==> src/rtl/serial_bit_receiver_if.sv <==
// Handshake bundle between the serial receiver (slave) and its stimulus/consumer (master).
// Carries the serial line, the ready input and the registered word/flag outputs.
interface serial_bit_receiver_if #(
  parameter int DATA_BITS = 8
);
  logic                 d;
  logic                 ready;
  logic [DATA_BITS-1:0] data_out;
  logic                 valid;
  logic                 frame_err;
  logic                 overrun;

  modport slave (
    input  d,
    input  ready,
    output data_out,
    output valid,
    output frame_err,
    output overrun
  );

  modport master (
    output d,
    output ready,
    input  data_out,
    input  valid,
    input  frame_err,
    input  overrun
  );
endinterface

==> src/rtl/serial_bit_receiver.sv <==
// One-bit-per-clock serial frame receiver: start, DATA_BITS data (LSB first), stop.
// Define SERIAL_RX_PARITY_EN to expect one even-parity bit between data and stop.
//
//  state    | meaning
//  ---------+-----------------------------------------------------------
//  S_IDLE   | line idle, waiting for a 0 (start bit)
//  S_DATA   | sampling data bit cnt_q into shift_q
//  S_PARITY | sampling the parity bit (parity build only)
//  S_STOP   | sampling the stop bit and evaluating the whole frame
module serial_bit_receiver #(
  parameter int DATA_BITS = 8
) (
  input  logic                  clk,
  input  logic                  rst_n,
  serial_bit_receiver_if.slave  rx
);

  localparam int CW = $clog2(DATA_BITS) + 1;

  localparam logic [1:0] S_IDLE   = 2'd0;
  localparam logic [1:0] S_DATA   = 2'd1;
`ifdef SERIAL_RX_PARITY_EN
  localparam logic [1:0] S_PARITY = 2'd2;
`endif
  localparam logic [1:0] S_STOP   = 2'd3;

  if (DATA_BITS < 1 || DATA_BITS > 16) begin : g_bad_width
    $error("serial_bit_receiver: DATA_BITS must be in 1..16");
  end

  logic [1:0]           state_q, state_d;
  logic [CW-1:0]        cnt_q, cnt_d;
  logic [DATA_BITS-1:0] shift_q, shift_d;
  logic [DATA_BITS-1:0] data_q, data_d;
  logic                 valid_q, valid_d;
  logic                 ferr_q, ferr_d;
  logic                 ovr_q, ovr_d;
  logic                 par_ok;
  logic                 frame_ok;

`ifdef SERIAL_RX_PARITY_EN
  logic                 par_q, par_d;

  // Even parity: data bits together with the parity bit must XOR to 0.
  assign par_ok = ~(^shift_q ^ par_q);
`else
  assign par_ok = 1'b1;
`endif

  assign frame_ok = rx.d & par_ok;

  always_comb begin
    state_d = state_q;
    cnt_d   = cnt_q;
    shift_d = shift_q;
    data_d  = data_q;
    valid_d = valid_q & ~rx.ready;
    ferr_d  = 1'b0;
    ovr_d   = 1'b0;
`ifdef SERIAL_RX_PARITY_EN
    par_d   = par_q;
`endif

    case (state_q)
      S_IDLE: begin
        if (!rx.d) begin
          state_d = S_DATA;
          cnt_d   = '0;
        end
      end

      S_DATA: begin
        for (int i = 0; i < DATA_BITS; i++) begin
          if (cnt_q == CW'(i)) shift_d[i] = rx.d;
        end
        if (cnt_q == CW'(DATA_BITS - 1)) begin
          cnt_d   = '0;
`ifdef SERIAL_RX_PARITY_EN
          state_d = S_PARITY;
`else
          state_d = S_STOP;
`endif
        end else begin
          cnt_d = cnt_q + 1'b1;
        end
      end

`ifdef SERIAL_RX_PARITY_EN
      S_PARITY: begin
        par_d   = rx.d;
        state_d = S_STOP;
      end
`endif

      S_STOP: begin
        // The stop sample is always consumed here, so a 0 stop bit never restarts a frame.
        state_d = S_IDLE;
        if (frame_ok) begin
          if (!valid_q || rx.ready) begin
            data_d  = shift_q;
            valid_d = 1'b1;
          end else begin
            ovr_d = 1'b1;
          end
        end else begin
          ferr_d = 1'b1;
        end
      end

      default: state_d = S_IDLE;
    endcase
  end

  always_ff @(posedge clk or negedge rst_n) begin
    if (!rst_n) begin
      state_q <= S_IDLE;
      cnt_q   <= '0;
      shift_q <= '0;
      data_q  <= '0;
      valid_q <= 1'b0;
      ferr_q  <= 1'b0;
      ovr_q   <= 1'b0;
`ifdef SERIAL_RX_PARITY_EN
      par_q   <= 1'b0;
`endif
    end else begin
      state_q <= state_d;
      cnt_q   <= cnt_d;
      shift_q <= shift_d;
      data_q  <= data_d;
      valid_q <= valid_d;
      ferr_q  <= ferr_d;
      ovr_q   <= ovr_d;
`ifdef SERIAL_RX_PARITY_EN
      par_q   <= par_d;
`endif
    end
  end

  assign rx.data_out  = data_q;
  assign rx.valid     = valid_q;
  assign rx.frame_err = ferr_q;
  assign rx.overrun   = ovr_q;

endmodule

==> src/flat_wrapper.sv <==
// flat-port wrapper written by rule: the top's interface ports become plain ports
module serial_bit_receiver_flat 
#(
  parameter int DATA_BITS = 8
)
  (clk, rst_n, rx_d, rx_ready, rx_data_out, rx_valid, rx_frame_err, rx_overrun);
  serial_bit_receiver_if #(.DATA_BITS(DATA_BITS)) rx_i ();
  input  logic clk;
  input  logic rst_n;
  input wire logic [$bits(rx_i.d)-1:0] rx_d;
  input wire logic [$bits(rx_i.ready)-1:0] rx_ready;
  output wire logic [$bits(rx_i.data_out)-1:0] rx_data_out;
  output wire logic [$bits(rx_i.valid)-1:0] rx_valid;
  output wire logic [$bits(rx_i.frame_err)-1:0] rx_frame_err;
  output wire logic [$bits(rx_i.overrun)-1:0] rx_overrun;
  assign rx_i.d = rx_d;
  assign rx_i.ready = rx_ready;
  assign rx_data_out = rx_i.data_out;
  assign rx_valid = rx_i.valid;
  assign rx_frame_err = rx_i.frame_err;
  assign rx_overrun = rx_i.overrun;
  serial_bit_receiver #(.DATA_BITS(DATA_BITS)) u_core (.clk(clk), .rst_n(rst_n), .rx(rx_i));
endmodule
==> config.mk <==
export PLATFORM = sky130hd
export DESIGN_NAME = serial_bit_receiver_flat
export DESIGN_NICKNAME = d
export VERILOG_FILES = /design/src/rtl/serial_bit_receiver_if.sv /design/src/rtl/serial_bit_receiver.sv /design/src/flat_wrapper.sv
export SDC_FILE = /design/constraint.sdc
export NUM_CORES = 1
export LEC_CHECK = 0
export ABC_AREA = 1
export CAP_MARGIN = 20
export CORE_MARGIN = 5
export CORE_UTILIZATION = 45
export DETAILED_ROUTE_END_ITERATION = 8
export PLACE_DENSITY_LB_ADDON = 0.15
export REMOVE_ABC_BUFFERS = 1
export SLEW_MARGIN = 10
export SYNTH_ARGS = -nofsm -noshare
export SYNTH_HDL_FRONTEND = slang
export SYNTH_SLANG_ARGS = --single-unit
==> constraint.sdc <==
create_clock -name clk -period 1.3 [get_ports clk]
set_input_delay 0.13 -clock clk [delete_from_list [all_inputs] [get_ports clk]]
set_output_delay 0.13 -clock clk [all_outputs]
set_load 0.01 [all_outputs]
==> results.sh <==
export IMPL_multi_input_area_um2=410.4
export IMPL_slew_limit_headroom_pct=79.39
export IMPL_numCtsBuffers=3
export IMPL_status="finished clean"
export IMPL_hp_class="input pin to async pin"
export IMPL_critPathCaptureType="flip-flop"
export IMPL_drive_gt1_share_pct=13.87
export IMPL_dpl_hpwl_um=1513
export IMPL_ys_seq_elements=25
export IMPL_p_leak_uw=0.0006983
export IMPL_die_w_um=58.96
export IMPL_antenna_found_initial=0
export IMPL_via_count=807
export IMPL_layout_cells_non_filler=165
export IMPL_start_util_pct=47.84
export IMPL_drc=0
export IMPL_yosysUniqueCellTypes=17
export IMPL_viasPerCell=4.891
export IMPL_area_growth_pct=22.04
export IMPL_tns_ns=0
export IMPL_rsz0062_at_grt="false"
export IMPL_fill_cells=228
export IMPL_hold_violations=0
export IMPL_placedCellCount=161
export IMPL_total_power_uw=2863
export IMPL_p_comb_share_pct=41.4
export IMPL_synthCells=114
export IMPL_grt_max_degree=26
export IMPL_clock_power_share_pct=11.8
export IMPL_antenna_cells=0
export IMPL_clock_latency_ns=0.31
export IMPL_power_net_switching_uw=1136
export IMPL_crit_required_ns=1.51
export IMPL_max_freq_mhz=823.0
export IMPL_met2WireLength_um=940
export IMPL_highest_layer="met4"
export IMPL_cts_root_buf="clkbuf_4"
export IMPL_clock_path_buffers=2
export IMPL_postCtsHoldBufs=0
export IMPL_ir_worst_vdd_mv=1.253
export IMPL_cts_tree="built"
export IMPL_yosys_area_top_type_share_pct=58.00
export IMPL_drtIter0Drc=17
export IMPL_cp_max_fo=5
export IMPL_grt_usage_pct=12.89
export IMPL_nets=146
export IMPL_drv_slew=0
export IMPL_cp_data_arrival_time_ns=1.43
export IMPL_wl_per_cell_um=11.83
export IMPL_routed_wl_met3_um=111
export IMPL_clk_pin_slew_worst_paths_ns=0.13
export IMPL_layout_min_cycle_time_ns=1.215
export IMPL_ant_nets=0
export IMPL_setup_viol=0
export IMPL_grt_pass1_vias=809
export IMPL_period_share_pct=93.47
export IMPL_h_tree_depth=1
export IMPL_fin_skew_ns=0.003982
export IMPL_power_density_nw_per_um2=2175
export IMPL_rows=17
export IMPL_ys_seq_area_share_pct=58.00
export IMPL_die_y_um=58.96
export IMPL_cts_sinks=25
export IMPL_regArea_um2=625.6
export IMPL_switching_share_pct=39.67
export IMPL_synthesis_area_um2=1079
export IMPL_grt_ovfl_total=0
export IMPL_intPower_uw=1727
export IMPL_grt_pass1_wl_um=3463
export IMPL_wl_met1_um=882
export IMPL_core_um2=2255
export IMPL_p_seq_share_pct=46.8
export IMPL_drtPass1Iterations=4
export IMPL_cap_violations=0
export IMPL_portBuffers=14
export IMPL_avgSynthCellArea_um2=9.461
export IMPL_worstMarginPinSlew_ns=0.3091
export IMPL_yosysTopAreaCell="dfrtp_1"
export IMPL_wirelength_um=1952
export IMPL_gp_congestion=0.7827
export IMPL_yosys_top_cells_area="dfrtp_1 58%, nand2_1 11%, nand3_1 7.9%"
export IMPL_die_area_um2=3476
export IMPL_yosys_warnings=0
export IMPL_io_pins=15
export IMPL_crit_type="flip-flop to flip-flop"
export IMPL_cp_start_kind="flip-flop"
critical path, stage by stage (launching register included):
cell,delay (ns)
dfrtp_1,0.45
ha_1,0.24
or2_2,0.30
nand3_1,0.07
o21ai_1,0.06
cell usage in the layout (no fill, tap or decap), drive strengths merged:
master / n
clkinv: 1
nand4: 1
o21ai: 14
inv: 10
buf: 5
clkbuf: 4
ha: 4
nor2: 6
dlygate4sd2: 11
nand2: 35
dfrtp: 25
or2: 1
nand3: 17
clkdlybuf4s50: 3
Yosys cell counts (all sizes together):
cell    count
o21ai      14
nand3      17
dfrtp      25
nand4       1
clkinv      1
ha          4
or2         1
nand2      35
inv        10
nor2        6
sequential cells by signal, summed over array words and instances (netlist names):
signal	count
u_core.rx.data_out	8
u_core.shift_q	8
u_core.cnt_q	4
u_core.state_q	2
u_core.rx.frame_err	1
u_core.rx.overrun	1
u_core.rx.valid	1
path summary, 6_finish.rpt:
kind,from,end,slack [ns],depth (start not counted)
min in group clk,rx_d,u_core.rx.frame_err$_DFF_PN0_,0.42,2
hold reg to reg,u_core.rx.data_out[3]$_DFFE_PN0P_,u_core.rx.data_out[3]$_DFFE_PN0P_,0.48,2
setup / recovery,u_core.cnt_q[1]$_DFFE_PN0P_,u_core.cnt_q[2]$_DFFE_PN0P_,0.08,4
max in group asynchronous,rst_n,u_core.rx.data_out[5]$_DFFE_PN0P_,0.89,2
hold / removal,rst_n,u_core.rx.overrun$_DFF_PN0_,0.18,2
setup reg to reg,u_core.cnt_q[1]$_DFFE_PN0P_,u_core.cnt_q[2]$_DFFE_PN0P_,0.08,4
kinds of logic after synthesis:
kind of cell	after synthesis	synth area share, %
AO/OA/AOI/OAI	14	7.193
AND/OR/NAND/NOR	60	26.22
buffers and inverters	11	3.944
adder cells (fa/ha/maj)	4	4.641
flip-flops	25	58.00
layout make-up:
cell class              count  area share, %
flip-flops and latches     25          47.53
inverters                  11          3.232
multi-input cells          78          31.18
repair buffers             19          13.40
well taps                  28          2.662
clock buffers               4          1.996
power by group through the flow:
stage	clock, µW	sequential, µW	combinational, µW
floorplan	0	1390	739
global placement	0	1350	1240
detailed placement	0	1370	1280
CTS	351	1340	1200
global route	387	1390	1370
finish	338	1340	1180
routing by layer:
metal  vias to the layer above  GRT usage (%)
li1                        418              -
met1                       371          15.70
met2                        16          21.45
met3                         2          3.509
met4                         0          5.178
met5                         -              0
per-stage QoR:
| stage | utilization (%) | setup slack, ns | hold slack, ns | cell area, µm² |
|---|---|---|---|---|
| final | 58.38 | 0.08493 | 0.1761 | 1316 |
| after global routing | 58.38 | 0.002340 | 0.1957 | 1316 |
| after CTS | 58.38 | 0.08217 | 0.1837 | 1316 |
| after detailed placement | 57.82 | 0.04796 | 0.4613 | 1304 |
| after global placement | 57.82 | 0.06735 | 0.4588 | 1304 |
| after floorplan | - | 0.1279 | -0.1656 | 1079 |
repair_timing:
item	in CTS	in global routing
resized for setup	11	0
endpoints found under the setup margin	11	0
endpoints found under the hold margin	0	0
buffers inserted	0	0
Note: power is estimated with default switching activity, not from simulation.
